### src/rtl/sound_pkg.sv
// Shared encodings for the Pong sound event sequencer: FSM states and the
// Cause select values understood by the sound player.
package sound_pkg;

    typedef enum logic [1:0] {
        ST_IDLE   = 2'd0,
        ST_ASSERT = 2'd1,
        ST_GUARD  = 2'd2,
        ST_GAP    = 2'd3
    } state_t;

    localparam logic CAUSE_HIT   = 1'b0;
    localparam logic CAUSE_POINT = 1'b1;

    function automatic int max2(input int a, input int b);
        return (a > b) ? a : b;
    endfunction

endpackage

### src/rtl/sound_event_sequencer_hold_timer.sv
// Loadable down-counter with a zero flag; times the HOLD, LOCKOUT and GAP
// intervals of the sound event sequencer. Stops at zero, never wraps.
module hold_timer #(
    parameter int WIDTH = 4
) (
    input  logic             clk,
    input  logic             rst_n,
    input  logic             load,
    input  logic [WIDTH-1:0] value,
    output logic             zero
);

    logic [WIDTH-1:0] count;

    // NOTE: sequential state is written with non-blocking assignments only, so
    // every register samples the values from before the clock edge.
    always_ff @(posedge clk or negedge rst_n) begin
        if (!rst_n) begin
            count <= '0;
        end else if (load) begin
            count <= value;
        end else if (count != '0) begin
            count <= count - 1'b1;
        end
    end

    assign zero = (count == '0);

endmodule

### src/rtl/sound_event_sequencer.sv
// Turns single-cycle Pong event pulses into a stretched PlayAgain level and a
// stable Cause select. Optional point preemption is enabled by SOUND_PREEMPT_EN.
module sound_event_sequencer
    import sound_pkg::*;
#(
    parameter int HOLD_CYCLES    = 2_000_000,
    parameter int LOCKOUT_CYCLES = 100_000_000
) (
    input  logic clk,
    input  logic rst_n,
    input  logic hit_paddle,
    input  logic hit_wall,
    input  logic point_scored,
    output logic play_again,
    output logic cause,
    output logic busy,
    output logic coalesced
);

    localparam int CW_RAW = $clog2(max2(HOLD_CYCLES, LOCKOUT_CYCLES));
    localparam int CW     = (CW_RAW < 1) ? 1 : CW_RAW;
    localparam logic [CW-1:0] HOLD_LOAD = CW'(HOLD_CYCLES - 1);
    localparam logic [CW-1:0] LOCK_LOAD = CW'(LOCKOUT_CYCLES - 1);

    state_t          state;
    logic            pend_hit;
    logic            pend_point;
    logic            hit_req;
    logic            point_req;
    logic            in_service;
    logic            start;
    logic            preempt;
    logic            hold_done;
    logic            timer_load;
    logic [CW-1:0]   timer_value;
    logic            timer_zero;

    assign hit_req    = hit_paddle | hit_wall;
    assign point_req  = point_scored;
    assign in_service = (state == ST_ASSERT) || (state == ST_GUARD);
    assign start      = (state == ST_IDLE) && (pend_hit || pend_point || hit_req || point_req);

`ifdef SOUND_PREEMPT_EN
    // A point outranks a hit score even mid-playback; the GAP that follows
    // gives the player's debouncer a clean low before the point trigger.
    assign preempt = in_service && point_req && (cause == CAUSE_HIT);
`else
    assign preempt = 1'b0;
`endif

    assign hold_done   = (state == ST_ASSERT) && timer_zero && !preempt;
    assign timer_load  = start || preempt || hold_done;
    assign timer_value = hold_done ? LOCK_LOAD : HOLD_LOAD;

    hold_timer #(.WIDTH(CW)) u_timer (
        .clk   (clk),
        .rst_n (rst_n),
        .load  (timer_load),
        .value (timer_value),
        .zero  (timer_zero)
    );

    always_ff @(posedge clk or negedge rst_n) begin
        if (!rst_n) begin
            state      <= ST_IDLE;
            pend_hit   <= 1'b0;
            pend_point <= 1'b0;
            play_again <= 1'b0;
            cause      <= CAUSE_HIT;
            busy       <= 1'b0;
            coalesced  <= 1'b0;
        end else begin
            coalesced  <= (hit_req   && (pend_hit   || (in_service && cause == CAUSE_HIT)))
                       || (point_req && (pend_point || (in_service && cause == CAUSE_POINT)));
            pend_hit   <= pend_hit   | hit_req;
            pend_point <= pend_point | point_req;

            case (state)
                ST_IDLE: begin
                    if (start) begin
                        state      <= ST_ASSERT;
                        play_again <= 1'b1;
                        busy       <= 1'b1;
                        // The served flag is cleared; the other keeps any new request.
                        if (pend_point || point_req) begin
                            cause      <= CAUSE_POINT;
                            pend_point <= 1'b0;
                        end else begin
                            cause    <= CAUSE_HIT;
                            pend_hit <= 1'b0;
                        end
                    end
                end
                ST_ASSERT: begin
                    if (preempt) begin
                        state      <= ST_GAP;
                        play_again <= 1'b0;
                    end else if (timer_zero) begin
                        state      <= ST_GUARD;
                        play_again <= 1'b0;
                    end
                end
                ST_GUARD: begin
                    if (preempt) begin
                        state <= ST_GAP;
                    end else if (timer_zero) begin
                        state <= ST_IDLE;
                        busy  <= 1'b0;
                    end
                end
`ifdef SOUND_PREEMPT_EN
                ST_GAP: begin
                    if (timer_zero) begin
                        state <= ST_IDLE;
                        busy  <= 1'b0;
                    end
                end
`endif
                default: begin
                    state      <= ST_IDLE;
                    play_again <= 1'b0;
                    busy       <= 1'b0;
                end
            endcase
        end
    end

endmodule
### config.mk
export PLATFORM = sky130hd
export DESIGN_NAME = sound_event_sequencer
export DESIGN_NICKNAME = d
export VERILOG_FILES = /design/src/rtl/sound_pkg.sv /design/src/rtl/sound_event_sequencer_hold_timer.sv /design/src/rtl/sound_event_sequencer.sv
export SDC_FILE = /design/constraint.sdc
export NUM_CORES = 1
export LEC_CHECK = 0
export ABC_AREA = 1
export CORE_ASPECT_RATIO = 1.1
export CORE_MARGIN = 5
export CORE_UTILIZATION = 60
export CTS_BUF_LIST = sky130_fd_sc_hd__clkbuf_4
export DETAILED_ROUTE_END_ITERATION = 10
export DONT_BUFFER_PORTS = 1
export PLACE_DENSITY = 0.88
export SYNTH_ARGS = -nofsm -noshare
export SYNTH_HDL_FRONTEND = slang
export SYNTH_SLANG_ARGS = --single-unit
### constraint.sdc
create_clock -name clk -period 2.6 [get_ports clk]
set_input_delay 0.78 -clock clk [delete_from_list [all_inputs] [get_ports clk]]
set_output_delay 0.78 -clock clk [all_outputs]
set_load 0.005 [all_outputs]
==> results_dict.tcl <==
set metrics [dict create \
    tns_ns 0 \
    worstReg2RegStart "u_timer.count[0]" \
    end_kind "register" \
    yosys.area.top_type "dfrtp_1" \
    viasPerCell 5.27 \
    period_minus_slack_ns 2.00 \
    hpwl_mm 3.51 \
    final_antenna_net_count 0 \
    ios 9 \
    grt_pass1_vias 1735 \
    outcome "complete, no violations" \
    rsz0062_at_grt "no" \
    cp.arrival_ns 2.25 \
    cts-hold-fix-buffers 0 \
    intPower_uw 856 \
    ctsResizeCount 0 \
    fin_nets 311 \
    synth.avg_cell_area_um2 7.16 \
    ys_seq_area_share_pct 41.2 \
    min_period_over_period_pct 76.8 \
    r2r_slack_ns 0.60 \
    clock-sinks 35 \
    netlist_area_um2 2130 \
    synth-seq-cells 35 \
    powerDensity_nw_per_um2 619 \
    r2r_end "u_timer.count[25]" \
    min-delay-path-class "input pin to asynchronous set/reset pin" \
    final-setup-viol-count 0 \
    wl_per_cell_um 12.7 \
    critical_path_required_ns 2.85 \
    yosys_warnings 0 \
    cts_setup_buffers 0 \
    maxSlewViolCount 0 \
    fin_worst_skew_ns 0.00815 \
    clk_pin_slew_ns 0.11 \
    drc_errors 0 \
    critical_path_class "register to register" \
    tightestPinTransition_ns 0.398 \
    p_leak_nw 1.05 \
    gp_congestion 0.987 \
    numCtsBuffers 5 \
    dieArea_um2 4830 \
    cts_root_buf "clkbuf_4" \
    initial_core_util_pct 62.8 \
    register_area_um2 876 \
    drtPass1Iterations 4 \
    grt_pass1_wl_mm 7.82 \
    fill_cells 296 \
    layout_setup_ws_ns 0.604 \
    max_freq_mhz 501 \
    synth_cell_types 30 \
    r2r_cells 11 \
    dp.cells 343 \
    cts_tree "built" \
    drt_iter0_drc 144 \
    grt_max_degree 36 \
    max_cap_viol_count 0 \
    crit_start "u_timer.count[0]" \
    die_w_um 66.8 \
    fin_area_um2 2230 \
    port-buffer-count 0 \
    critPathCapture "u_timer.count[25]" \
    final_cells 351 \
    grt_antenna_before_repair 0 \
    p_clk_share_pct 21.6 \
    hold_violations 0 \
    area_growth_pct 4.77 \
    path_max_fanout 17 \
    synth_top_area_share_pct 41.2 \
    synth_area_leaders "dfrtp_1 (41%), nand2_1 (12%), nor2_1 (11%), inv_1 (7.1%), nand3_1 (4.7%)" \
    antenna_cells 0 \
    post_dp_cell_area_um2 2170 \
    vias 1851 \
    sequentialPowerShare_pct 48.5 \
    die-height_um 72.4 \
    htreeDepth 2 \
    core-area_um2 3390 \
    switchingPower_uw 523 \
    swShare_pct 37.9 \
    startpoint_type "register" \
    max_slew_margin_pct 73.4 \
    clock_path_buffers 2 \
    p_comb_share_pct 29.8 \
    num_rows 22 \
    dpl_worst_slack_ns 0.558 \
    worstSkewPairLatency_ns 0.34 \
    netlist_instances 297 \
    routed_wl_mm 4.45 \
    drive_above_1_share_pct 7.59 \
    grt_usage_pct 21.4 \
    ir_drop_uv 574 \
    multiInputGateArea_um2 1070 \
    grt.overflow.total 0 \
    synthesis.nets 306 \
]
==> synthesized netlist by cell type <==
master    count
xnor2_1       5
nand3_1      20
o21ai_0      13
nand3b_1      1
nor3_4        1
clkinv_1      1
nor2_4        2
o21ai_2       2
nand4_1       2
nand3_2       1
a21oi_1       9
nor2_2        1
buf_2         1
o211ai_2      2
o21ai_4       1
nand2_4       1
nor3_1        5
nand2_1      68
nor2_1       65
inv_2         3
inv_1        40
ha_1          4
a31oi_1       1
buf_6         1
o21ai_1       1
nand2_2       1
dfrtp_1      35
xor2_1        4
o22ai_1       2
o211ai_1      4
==> flip-flops by register name (all words and copies together) (netlist names) <==
register,flops
busy,1
cause,1
coalesced,1
pend_hit,1
pend_point,1
play_again,1
state,2
u_timer.count,27
==> through the flow <==
| stage | hold slack (ns) | total power, mW | util, % |
|---|---|---|---|
| after floorplan | 0.476 | 1.03 | - |
| after global placement | 0.485 | 1.08 | 64.1 |
| after detailed placement | 0.485 | 1.09 | 64.1 |
| after CTS | 0.101 | 1.39 | 65.8 |
| after global routing | 0.0812 | 1.50 | 65.8 |
| final | 0.113 | 1.38 | 65.8 |
==> metal layers <==
| layer | vias up | routed length (µm) | track usage, % |
|---|---|---|---|
| met4 | 0 | 61 | 9.26 |
| met5 | - | 0 | 0 |
| met3 | 7 | 257 | 4.49 |
| li1 | 946 | - | - |
| met1 | 846 | 1960 | 28.0 |
| met2 | 52 | 2170 | 34.0 |
==> logic make-up (layout without fill, tap and decap cells) <==
| logic type | after synthesis | in the layout | synth area share (%) |
|---|---|---|---|
| fa+ha+maj | 4 | 4 | 2.35 |
| flops | 35 | 35 | 41.2 |
| compound gates | 35 | 35 | 10.5 |
| simple gates | 168 | 168 | 33.7 |
| xor+xnor | 9 | 9 | 3.71 |
| buf+inv | 46 | 52 | 8.53 |
==> critical path: stages (launching register included) <==
cell and delay [ns]:
dfrtp_1 0.41, inv_1 0.11, ha_1 0.23, nand2_1 0.11
nor2_4 0.14, nand2_2 0.08, nor2_4 0.16, nand2_4 0.16
o21ai_4 0.22, inv_2 0.15, nand2_1 0.09, nor2_1 0.04
==> power by group through the flow <==
| stage | logic, mW | clock network [mW] | registers (mW) |
|---|---|---|---|
| finish | 0.411 | 0.298 | 0.669 |
| floorplan | 0.360 | 0 | 0.668 |
| global route | 0.477 | 0.336 | 0.682 |
| CTS | 0.413 | 0.308 | 0.670 |
| detailed placement | 0.413 | 0 | 0.681 |
| global placement | 0.403 | 0 | 0.680 |
==> cells in the final DEF, fill, tap and decap left out <==
master	netlist	routed
nand2_2	1	1
o22ai_1	2	2
nor2_2	1	1
clkbuf_4	0	6
o21ai_1	1	1
nand2_1	68	68
o211ai_1	4	4
nor2_1	65	65
ha_1	4	4
nor3_1	5	5
clkinv_1	1	1
clkinv_2	0	1
a21oi_1	9	9
clkinvlp_4	0	1
o21ai_0	13	13
a31oi_1	1	1
nand4_1	2	2
o21ai_2	2	2
xor2_1	4	4
xnor2_1	5	5
dfrtp_1	35	35
nand2_4	1	1
o211ai_2	2	2
nand3_1	20	20
nand3_2	1	1
inv_2	3	3
nor3_4	1	1
nor2_4	2	2
nand3b_1	1	1
o21ai_4	1	1
inv_1	40	40
==> how the worst min path moves through the flow <==
stage               startpoint                end  slack, ns  depth (start not counted)
finish                   rst_n   u_timer.count[4]       0.11                          0
global route             rst_n         play_again       0.08                          0
CTS                      rst_n  u_timer.count[23]       0.10                          0
detailed placement       rst_n           pend_hit       0.49                          0
global placement         rst_n           pend_hit       0.49                          0
floorplan                rst_n               busy       0.48                          0
==> final cells by class <==
type                    count  area share (%)
flip-flops and latches     35            39.3
inverters                  44            7.42
well taps                  48            2.70
multi-input cells         216            48.0
clock buffers               6            2.02
clock inverters             2           0.562
Note: power is estimated with default switching activity, not from simulation.
